**src/rtl/rl_pair_scheduler_if.sv**
```systemverilog
// Pair bus between the scheduler and the range-limited force evaluation unit,
// plus the reference-load strobe seen by the cell position caches.
interface rl_pair_scheduler_if #(
    parameter int PARTICLE_ID_WIDTH = 7,
    parameter int NUM_FILTER        = 7
);
    logic [PARTICLE_ID_WIDTH-1:0] ref_particle_id;
    logic [PARTICLE_ID_WIDTH-1:0] nb_particle_id;
    logic [NUM_FILTER-1:0]        pair_valid;
    logic                         ref_load;
    logic [NUM_FILTER-1:0]        back_pressure;
    logic                         all_buffer_empty;

    modport master (
        output ref_particle_id,
        output nb_particle_id,
        output pair_valid,
        output ref_load,
        input  back_pressure,
        input  all_buffer_empty
    );

    modport slave (
        input  ref_particle_id,
        input  nb_particle_id,
        input  pair_valid,
        input  ref_load,
        output back_pressure,
        output all_buffer_empty
    );
endinterface

```
**src/rtl/rl_pair_scheduler.sv**
```systemverilog
// Walks every reference particle of a home cell, sweeps neighbor IDs over all
// filter lanes with per-lane back pressure, and drains the force unit between refs.
module rl_pair_scheduler #(
    parameter int PARTICLE_ID_WIDTH = 7,
    parameter int NUM_FILTER        = 7,
    parameter int DRAIN_MIN         = 4
) (
    input  logic                                  clk,
    input  logic                                  rst,
    input  logic                                  start,
    input  logic [PARTICLE_ID_WIDTH-1:0]          num_ref_particles,
    input  logic [NUM_FILTER*PARTICLE_ID_WIDTH-1:0] nb_count,
    output logic                                  busy,
    output logic                                  done,
    rl_pair_scheduler_if.master                   pair_bus
);
    localparam int W   = PARTICLE_ID_WIDTH;
    localparam int CW  = W + 1;
    localparam int DCW = $clog2(DRAIN_MIN + 1);
    localparam logic [DCW-1:0] DRAIN_LAST = DCW'(DRAIN_MIN - 1);

    typedef enum logic [1:0] {IDLE, LOAD_REF, SWEEP, DRAIN} state_t;

    state_t                state_reg, state_next;
    logic [W-1:0]          ref_id_reg, ref_id_next;
    logic [W-1:0]          nb_id_reg, nb_id_next;
    logic [NUM_FILTER-1:0] pair_valid_reg, pair_valid_next;
    logic                  ref_load_reg, ref_load_next;
    logic                  busy_reg, busy_next;
    logic                  done_reg, done_next;
    logic [W-1:0]          num_ref_reg, num_ref_next;
    logic [NUM_FILTER*W-1:0] nb_count_reg, nb_count_next;
    logic [W-1:0]          max_cnt_reg, max_cnt_next;
    logic [CW-1:0]         counter_reg, counter_next;
    logic [DCW-1:0]        drain_cnt_reg, drain_cnt_next;

    logic [W-1:0]          max_chain [NUM_FILTER+1];
    logic [NUM_FILTER-1:0] lane_hit;

    // Max over the incoming lane counts, folded lane by lane; only used at start.
    assign max_chain[0] = '0;
    generate
        for (genvar gi = 0; gi < NUM_FILTER; gi++) begin : g_lane
            assign max_chain[gi+1] = (nb_count[gi*W +: W] > max_chain[gi]) ?
                                     nb_count[gi*W +: W] : max_chain[gi];
            // Counter is one bit wider so the top ID compares without wrapping.
            assign lane_hit[gi] = (counter_reg <= {1'b0, nb_count_reg[gi*W +: W]});
        end
    endgenerate

    always_ff @(posedge clk or negedge rst) begin
        if (!rst) begin
            state_reg      <= IDLE;
            ref_id_reg     <= '0;
            nb_id_reg      <= '0;
            pair_valid_reg <= '0;
            ref_load_reg   <= 1'b0;
            busy_reg       <= 1'b0;
            done_reg       <= 1'b0;
            num_ref_reg    <= '0;
            nb_count_reg   <= '0;
            max_cnt_reg    <= '0;
            counter_reg    <= '0;
            drain_cnt_reg  <= '0;
        end else begin
            state_reg      <= state_next;
            ref_id_reg     <= ref_id_next;
            nb_id_reg      <= nb_id_next;
            pair_valid_reg <= pair_valid_next;
            ref_load_reg   <= ref_load_next;
            busy_reg       <= busy_next;
            done_reg       <= done_next;
            num_ref_reg    <= num_ref_next;
            nb_count_reg   <= nb_count_next;
            max_cnt_reg    <= max_cnt_next;
            counter_reg    <= counter_next;
            drain_cnt_reg  <= drain_cnt_next;
        end
    end

    always_comb begin
        state_next      = state_reg;
        ref_id_next     = ref_id_reg;
        nb_id_next      = nb_id_reg;
        pair_valid_next = pair_valid_reg;
        ref_load_next   = 1'b0;
        busy_next       = busy_reg;
        done_next       = 1'b0;
        num_ref_next    = num_ref_reg;
        nb_count_next   = nb_count_reg;
        max_cnt_next    = max_cnt_reg;
        counter_next    = counter_reg;
        drain_cnt_next  = drain_cnt_reg;

        case (state_reg)
            IDLE: begin
                if (start) begin
                    num_ref_next  = num_ref_particles;
                    nb_count_next = nb_count;
                    max_cnt_next  = max_chain[NUM_FILTER];
                    if (num_ref_particles == '0) begin
                        done_next = 1'b1;
                    end else begin
                        busy_next     = 1'b1;
                        ref_id_next   = W'(1);
                        ref_load_next = 1'b1;
                        state_next    = LOAD_REF;
                    end
                end
            end
            LOAD_REF: begin
                counter_next   = CW'(1);
                drain_cnt_next = '0;
                state_next     = (max_cnt_reg == '0) ? DRAIN : SWEEP;
            end
            SWEEP: begin
                // Stalled cycles hold the counter so no neighbor is skipped or repeated.
                if (|pair_bus.back_pressure) begin
                    pair_valid_next = '0;
                end else begin
                    nb_id_next      = counter_reg[W-1:0];
                    pair_valid_next = lane_hit;
                    counter_next    = counter_reg + CW'(1);
                    if (counter_reg == {1'b0, max_cnt_reg}) begin
                        state_next = DRAIN;
                    end
                end
            end
            DRAIN: begin
                pair_valid_next = '0;
                if (drain_cnt_reg != DRAIN_LAST) begin
                    drain_cnt_next = drain_cnt_reg + DCW'(1);
                end else if (pair_bus.all_buffer_empty) begin
                    if (ref_id_reg == num_ref_reg) begin
                        done_next  = 1'b1;
                        busy_next  = 1'b0;
                        state_next = IDLE;
                    end else begin
                        ref_id_next   = ref_id_reg + W'(1);
                        ref_load_next = 1'b1;
                        state_next    = LOAD_REF;
                    end
                end
            end
            default: state_next = IDLE;
        endcase
    end

    assign pair_bus.ref_particle_id = ref_id_reg;
    assign pair_bus.nb_particle_id  = nb_id_reg;
    assign pair_bus.pair_valid      = pair_valid_reg;
    assign pair_bus.ref_load        = ref_load_reg;
    assign busy                     = busy_reg;
    assign done                     = done_reg;
endmodule
```
**src/flat_wrapper.sv**
```systemverilog
// flat-port wrapper written by rule: the top's interface ports become plain ports
module rl_pair_scheduler_flat 
#(
    parameter int PARTICLE_ID_WIDTH = 7,
    parameter int NUM_FILTER        = 7,
    parameter int DRAIN_MIN         = 4
)
  (clk, rst, start, num_ref_particles, nb_count, busy, done, pair_bus_ref_particle_id, pair_bus_nb_particle_id, pair_bus_pair_valid, pair_bus_ref_load, pair_bus_back_pressure, pair_bus_all_buffer_empty);
  rl_pair_scheduler_if #(.PARTICLE_ID_WIDTH(PARTICLE_ID_WIDTH), .NUM_FILTER(NUM_FILTER)) pair_bus_i ();
  input  logic clk;
  input  logic rst;
  input  logic start;
  input  logic [PARTICLE_ID_WIDTH-1:0] num_ref_particles;
  input  logic [NUM_FILTER*PARTICLE_ID_WIDTH-1:0] nb_count;
  output logic busy;
  output logic done;
  output wire logic [$bits(pair_bus_i.ref_particle_id)-1:0] pair_bus_ref_particle_id;
  output wire logic [$bits(pair_bus_i.nb_particle_id)-1:0] pair_bus_nb_particle_id;
  output wire logic [$bits(pair_bus_i.pair_valid)-1:0] pair_bus_pair_valid;
  output wire logic [$bits(pair_bus_i.ref_load)-1:0] pair_bus_ref_load;
  input wire logic [$bits(pair_bus_i.back_pressure)-1:0] pair_bus_back_pressure;
  input wire logic [$bits(pair_bus_i.all_buffer_empty)-1:0] pair_bus_all_buffer_empty;
  assign pair_bus_ref_particle_id = pair_bus_i.ref_particle_id;
  assign pair_bus_nb_particle_id = pair_bus_i.nb_particle_id;
  assign pair_bus_pair_valid = pair_bus_i.pair_valid;
  assign pair_bus_ref_load = pair_bus_i.ref_load;
  assign pair_bus_i.back_pressure = pair_bus_back_pressure;
  assign pair_bus_i.all_buffer_empty = pair_bus_all_buffer_empty;
  rl_pair_scheduler #(.PARTICLE_ID_WIDTH(PARTICLE_ID_WIDTH), .NUM_FILTER(NUM_FILTER), .DRAIN_MIN(DRAIN_MIN)) u_core (.clk(clk), .rst(rst), .start(start), .num_ref_particles(num_ref_particles), .nb_count(nb_count), .busy(busy), .done(done), .pair_bus(pair_bus_i));
endmodule
```
**config.mk**
```make
export PLATFORM = sky130hd
export DESIGN_NAME = rl_pair_scheduler_flat
export DESIGN_NICKNAME = d
export VERILOG_FILES = /design/src/rtl/rl_pair_scheduler_if.sv /design/src/rtl/rl_pair_scheduler.sv /design/src/flat_wrapper.sv
export SDC_FILE = /design/constraint.sdc
export NUM_CORES = 1
export LEC_CHECK = 0
export CAP_MARGIN = 20
export CORE_MARGIN = 3
export CORE_UTILIZATION = 55
export CTS_CLUSTER_SIZE = 24
export DETAILED_ROUTE_END_ITERATION = 6
export GPL_ROUTABILITY_DRIVEN = 0
export PLACE_DENSITY = 0.8
export SYNTH_ARGS = -nofsm -noshare
export SYNTH_HDL_FRONTEND = slang
export SYNTH_SLANG_ARGS = --single-unit
```
**constraint.sdc**
```tcl
create_clock -name clk -period 6.44 [get_ports clk]
set_input_delay 1.288 -clock clk [delete_from_list [all_inputs] [get_ports clk]]
set_output_delay 1.288 -clock clk [all_outputs]
set_load 0.01 [all_outputs]
```
Yosys cells after proc, flatten, opt, wreduce, memory -nomap -nowiden

Cells that the tools add are included.

Bits in registers: 100
Latch bits: 0
Bits in writable memories: 0
Memory bits (read-only): 0
Input bits: 67
Output and inout bits: 24
Word-level logic and storage cells: 106
Memories kept: 0

$add $sub $neg: 3
Multiply operators: 0
Div/mod/pow operators: 0
Magnitude comparators: 14
Equality and inequality tests: 15
Shifts and indexed selects: 0
Muxes and demuxes: 46
Bitwise gates (word level): 1
Reduce and logical (&&, ||, !) cells: 15

Operators by type and width:

| operator              | count |
|---|---|
| $mux W7               | 13 |
| $le A8 B7 Y1          | 7 |
| $gt A7 B7 Y1          | 6 |
| $pmux W7 S2           | 2 |
| $reduce_and A6 Y1     | 3 |
| $mux W1               | 17 |
| $pmux W8 S2           | 1 |
| $logic_not A7 Y1      | 2 |
| $mux W2               | 6 |
| $ne A2 B2 Y1 const B  | 6 |
| $add A8 B1 Y8 const B | 1 |
| $eq A8 B7 Y1          | 1 |
| $mux W8               | 1 |
| $pmux W2 S4           | 1 |
| $reduce_and A2 Y1     | 4 |
| $reduce_bool A2 Y1    | 4 |
| $add A7 B1 Y7 const B | 1 |
| $eq A7 B7 Y1          | 1 |
| $gt A7 B1 Y1 const B  | 1 |
| $reduce_or A7 Y1      | 1 |
| $ne A2 B1 Y1 const B  | 3 |
| $pmux W1 S2           | 3 |
| $pmux W3 S2           | 1 |
| $eq A2 B2 Y1 const B  | 2 |
| 6 further kinds       | 6 |

Logic depth before layout (Yosys ltp)

Word-level depth: 14
Mapped depth: 44
Depth with buffers taken out: 41

Least setup slack after synthesis

OpenSTA, ideal clock, no wires.

Path kind: input to register
Start: input port nb_count[6]
End: register u_core.max_cnt_reg[0]
Setup time: 126 ps
Arrival: 9,428 ps
Data required time: 6,314 ps
Setup slack: -3,114 ps
Stages on the path: 42
Path buffers: 3
Path through: inv_1 ha_1 a21oi_1 o21ai_0 o22ai_2 mux2i_1 ha_1 a211oi_1 o21bai_1 o21bai_2 clkbuf_1 o21ai_0 ha_1 a211oi_1 nor2_1 o31ai_1 clkbuf_1 nor2_1 [6 not listed] a21o_1 clkbuf_2 mux2i_1 ha_1 nor2b_1 o21ai_0 a21oi_1 o21bai_1 nand2_1 o221ai_1 ha_1 a21o_1 a21o_1 a21oi_1 o21ai_0 o21a_1 and3_1 a221o_1

Cells in the longest elaborated chain, start to end: 14

RTL lines:

| element              | line                    | text |
|---|---|---|
| start, declared      | flat_wrapper.sv:14      | `input logic [NUM_FILTER*PARTICLE_ID_WIDTH-1:0] nb_count;` |
| $gt A7 B1 Y1         | rl_pair_scheduler.sv:44 | `assign max_chain[gi+1] = (nb_count[gi*W +: W] > max_chain[gi]) ?` |
| $mux W7 (*)          | rl_pair_scheduler.sv:44 |  |
| $gt A7 B7 Y1         | rl_pair_scheduler.sv:44 |  |
| $mux W7 (*)          | rl_pair_scheduler.sv:44 |  |
| $gt A7 B7 Y1         | rl_pair_scheduler.sv:44 |  |
| $mux W7 (*)          | rl_pair_scheduler.sv:44 |  |
| $gt A7 B7 Y1         | rl_pair_scheduler.sv:44 |  |
| $mux W7 (*)          | rl_pair_scheduler.sv:44 |  |
| $gt A7 B7 Y1         | rl_pair_scheduler.sv:44 |  |
| $mux W7 (*)          | rl_pair_scheduler.sv:44 |  |
| $gt A7 B7 Y1         | rl_pair_scheduler.sv:44 |  |
| $mux W7 (*)          | rl_pair_scheduler.sv:44 |  |
| $gt A7 B7 Y1         | rl_pair_scheduler.sv:44 |  |
| $mux W7 (*)          | rl_pair_scheduler.sv:44 |  |
| end signal, assigned | rl_pair_scheduler.sv:75 | `max_cnt_reg <= max_cnt_next;` |
| end, declared        | rl_pair_scheduler.sv:33 | `logic [W-1:0] max_cnt_reg, max_cnt_next;` |

Every way passes the cells marked *; elsewhere a longest branch is shown, timed or not.
A chain may end at the register's enable or synchronous reset.

Worst setup path after layout

Same ends and word-level chain as after synthesis.

==> flow_metrics.env <==
export IMPL_outcome="finished, violations left"
export IMPL_violations="negative setup slack"
export IMPL_critical_path_slowest_cell="o31ai_4"
export IMPL_synth_edf_count=0
export IMPL_cts_hold_buf=0
export IMPL_tightest_slew_ns=0.963
export IMPL_ys_types=56
export IMPL_dieArea_um2=14000
export IMPL_grt_total_usage=0.302
export IMPL_fin_setup_tns_ns=-16.94
export IMPL_cp_required_ns=6.68
export IMPL_dp_hpwl_um=14600
export IMPL_met1_length_um=8810
export IMPL_avgSynthCellArea_um2=8.87
export IMPL_nets=1128
export IMPL_slew_headroom=0.355
export IMPL_max_freq_mhz=112
export IMPL_avgRoutedWirePerCell_um=20.9
export IMPL_p_leak_uw=0.00449
export IMPL_antenna_cells=0
export IMPL_period_needed_ns=8.93
export IMPL_postRouteAntennaNets=0
export IMPL_crit_top_cell="buf_4"
export IMPL_hold_class="reg -> reg"
export IMPL_first_iter_violations=745
export IMPL_path_clk_slew_ns=0.07
export IMPL_holdWs_ns=0.484
export IMPL_insertion_delay_ns=0.36
export IMPL_clock_skew_ns=0.00603
export IMPL_setup_viol=7
export IMPL_final_core_util=0.804
export IMPL_initial_core_util=0.570
export IMPL_worstPathMaxFanout=7
export IMPL_grt_pass1_vias=6995
export IMPL_slowest_delay_ns=0.43
export IMPL_cp_data_arrival_time_ns=9.17
export IMPL_finalCritPeriodShare=1.39
export IMPL_critPathLaunchType="input pin"
export IMPL_grt_overflow=0
export IMPL_syn2layout_area_growth_pct=41.0
export IMPL_core_um2=12200
export IMPL_drtPass1Iterations=5
export IMPL_finalMaxSlewViolations=0
export IMPL_die_y_um=118
export IMPL_synthTopCellsByArea="dfrtp_1 (36%), ha_1 (18%), nand2_1 (6.3%)"
export IMPL_rsz0062_at_grt="yes"
export IMPL_routed_top_layer="met4"
export IMPL_htree_levels=3
export IMPL_ir_worst_vdd_v=0.000285
export IMPL_synth_nets=949
export IMPL_via_per_inst=6.19
export IMPL_synth_top_area_share=0.361
export IMPL_critPathKind="in -> reg"
export IMPL_synth_compound_area_frac=0.174
export IMPL_synth_top_flop_cell="dfrtp_1"
export IMPL_synthMuxAreaShare=0.0249
export IMPL_yosysSeqAreaShare=0.361
export IMPL_worst_setup_path_end_kind="flip-flop"
export IMPL_setup_ws_ns=-2.49
export IMPL_wl_met3_um=2070
export IMPL_cts_buffer_depth=2
export IMPL_drive_gt1_frac=0.262
export IMPL_synth_seq_cells=100
export IMPL_ios=91
export IMPL_cts_sinks=100
export IMPL_p_per_area_nw_per_um2=381
export IMPL_max_cap_violations=0
export IMPL_synth_top_family_by_area="adder cells"
export IMPL_grt_pass1_wl_um=34400
export IMPL_numCtsBuffers=9
export IMPL_synth_async_reset_ratio=1.00
export IMPL_yosys_warnings=0
export IMPL_port_buffers=90
export IMPL_drcViolationCount=0
export IMPL_cts_tree="yes"
export IMPL_root_buffer="clkbuf_16"
export IMPL_route_met2_wl_um=11700
export IMPL_rows=40
export IMPL_largest_reg_flops=49
export IMPL_fp_dieW_um=118
export IMPL_synth_cells=782
export IMPL_antenna_found_initial=0
export IMPL_syn_area_um2=6940
export IMPL_synth_adder_area_share=0.180
export IMPL_synthSimpleGateAreaFrac=0.176
export IMPL_grt_max_degree=67
export IMPL_finalHoldViolations=0
export IMPL_synth_xor_area_frac=0.0290
export IMPL_wl_um=23700
export IMPL_synth_area_leader_cell="dfrtp_1"
export IMPL_dr_total_vias=7024
-- placed cells by master (no fill, tap or decap), types with 21 or more instances in the layout --
master,n
o21ai_0,57
o21a_1,36
ha_1,81
dfrtp_1,100
buf_4,96
nand2_1,114
nor2_1,36
clkdlybuf4s50_1,75
inv_1,60
nand4_1,21
-- stage by stage --
stage | instance area [um2] | total power, uW | worst slack (ns) | std cells
after global placement | 8640 | 2490 | -2.71 | 1087
after floorplan | 7120 | 2030 | -2.36 | 782
final | 9780 | 3730 | -2.49 | 1134
after CTS | 9430 | 3390 | -2.15 | 1129
after global routing | 9780 | 3930 | -2.88 | 1134
after detailed placement | 8640 | 2610 | -3.14 | 1087
-- layer usage --
layer  GRT usage  up-vias
met3      0.0541      108
met1       0.368     3338
met5           0        -
met2       0.523      486
li1            -     3092
met4       0.133        0
-- worst max-delay path, delay by kind of cell --
family | cells | cell delay, ns
simple gates | 9 | 0.99
compound gates | 17 | 3.37
fa+ha+maj | 6 | 1.48
buf+inv | 12 | 1.53
mux | 2 | 0.46
-- cell families (layout without fill, tap and decap cells) --
family,Yosys count,in the layout
DFF,100,100
adders and majority gates,100,100
AOI/OAI and AO/OA,192,192
xor gates and xnor gates,23,23
muxes,17,17
and+or+nand+nor,254,254
buffers and inverters,96,280
-- path summary, 6_finish.rpt --
path	startpoint	end	slack, ns	cells after the start
setup reg to reg	u_core.drain_cnt_reg[0]	u_core.pair_bus.ref_particle_id[4]	3.85	8
min in group asynchronous	rst	u_core.pair_bus.nb_particle_id[2]	0.95	1
hold reg to reg	u_core.pair_bus.nb_particle_id[2]	u_core.pair_bus.nb_particle_id[2]	0.48	2
setup / recovery	nb_count[6]	u_core.max_cnt_reg[0]	-2.49	46
max in group asynchronous	rst	u_core.num_ref_reg[2]	4.37	2
hold / removal	u_core.pair_bus.nb_particle_id[2]	u_core.pair_bus.nb_particle_id[2]	0.48	2
-- report_power, final --
part           total [uW]  switching, uW  internal, uW
sequential            975            129           846
clock                 601            258           344
combinational        2150           1150          1000
total                3730           1530          2190
-- layout make-up --
cell class                      instances  area (um2)
Inverter                               69         282
Sequential cell                       100        2500
Timing Repair Buffer                  195        1750
Multi-Input combinational cell        586        4710
Clock inverter                          7         100
Fill cell                             714        2380
Tap cell                              168         210
Clock buffer                            9         225
-- repair_timing --
item                       4_1_cts  5_1_grt
resized for setup              113       70
gates cloned                     1        0
setup endpoints to repair        7        7
pin swaps                       55       50
setup buffers                   26        4
-- Yosys cell counts, drive strengths merged, types with 2 or more instances --
cell type  number
a21oi          37
nand2         118
ha            100
o221ai          5
or2             7
xnor2          13
nor2           39
a21o            5
o22ai           6
and3            2
nand4          21
nor4            3
mux2            2
nand3b          4
buf             7
o21ai          68
clkbuf         20
o21a           37
o31ai          10
and4            2
a211oi         11
o21bai          4
and2            3
xor2           10
nand3          17
mux2i          15
nand2b          3
nor3b           7
dfrtp         100
nor2b          11
nor3           11
or3             4
inv            69
No activity file was read; power rests on OpenSTA's default activity.
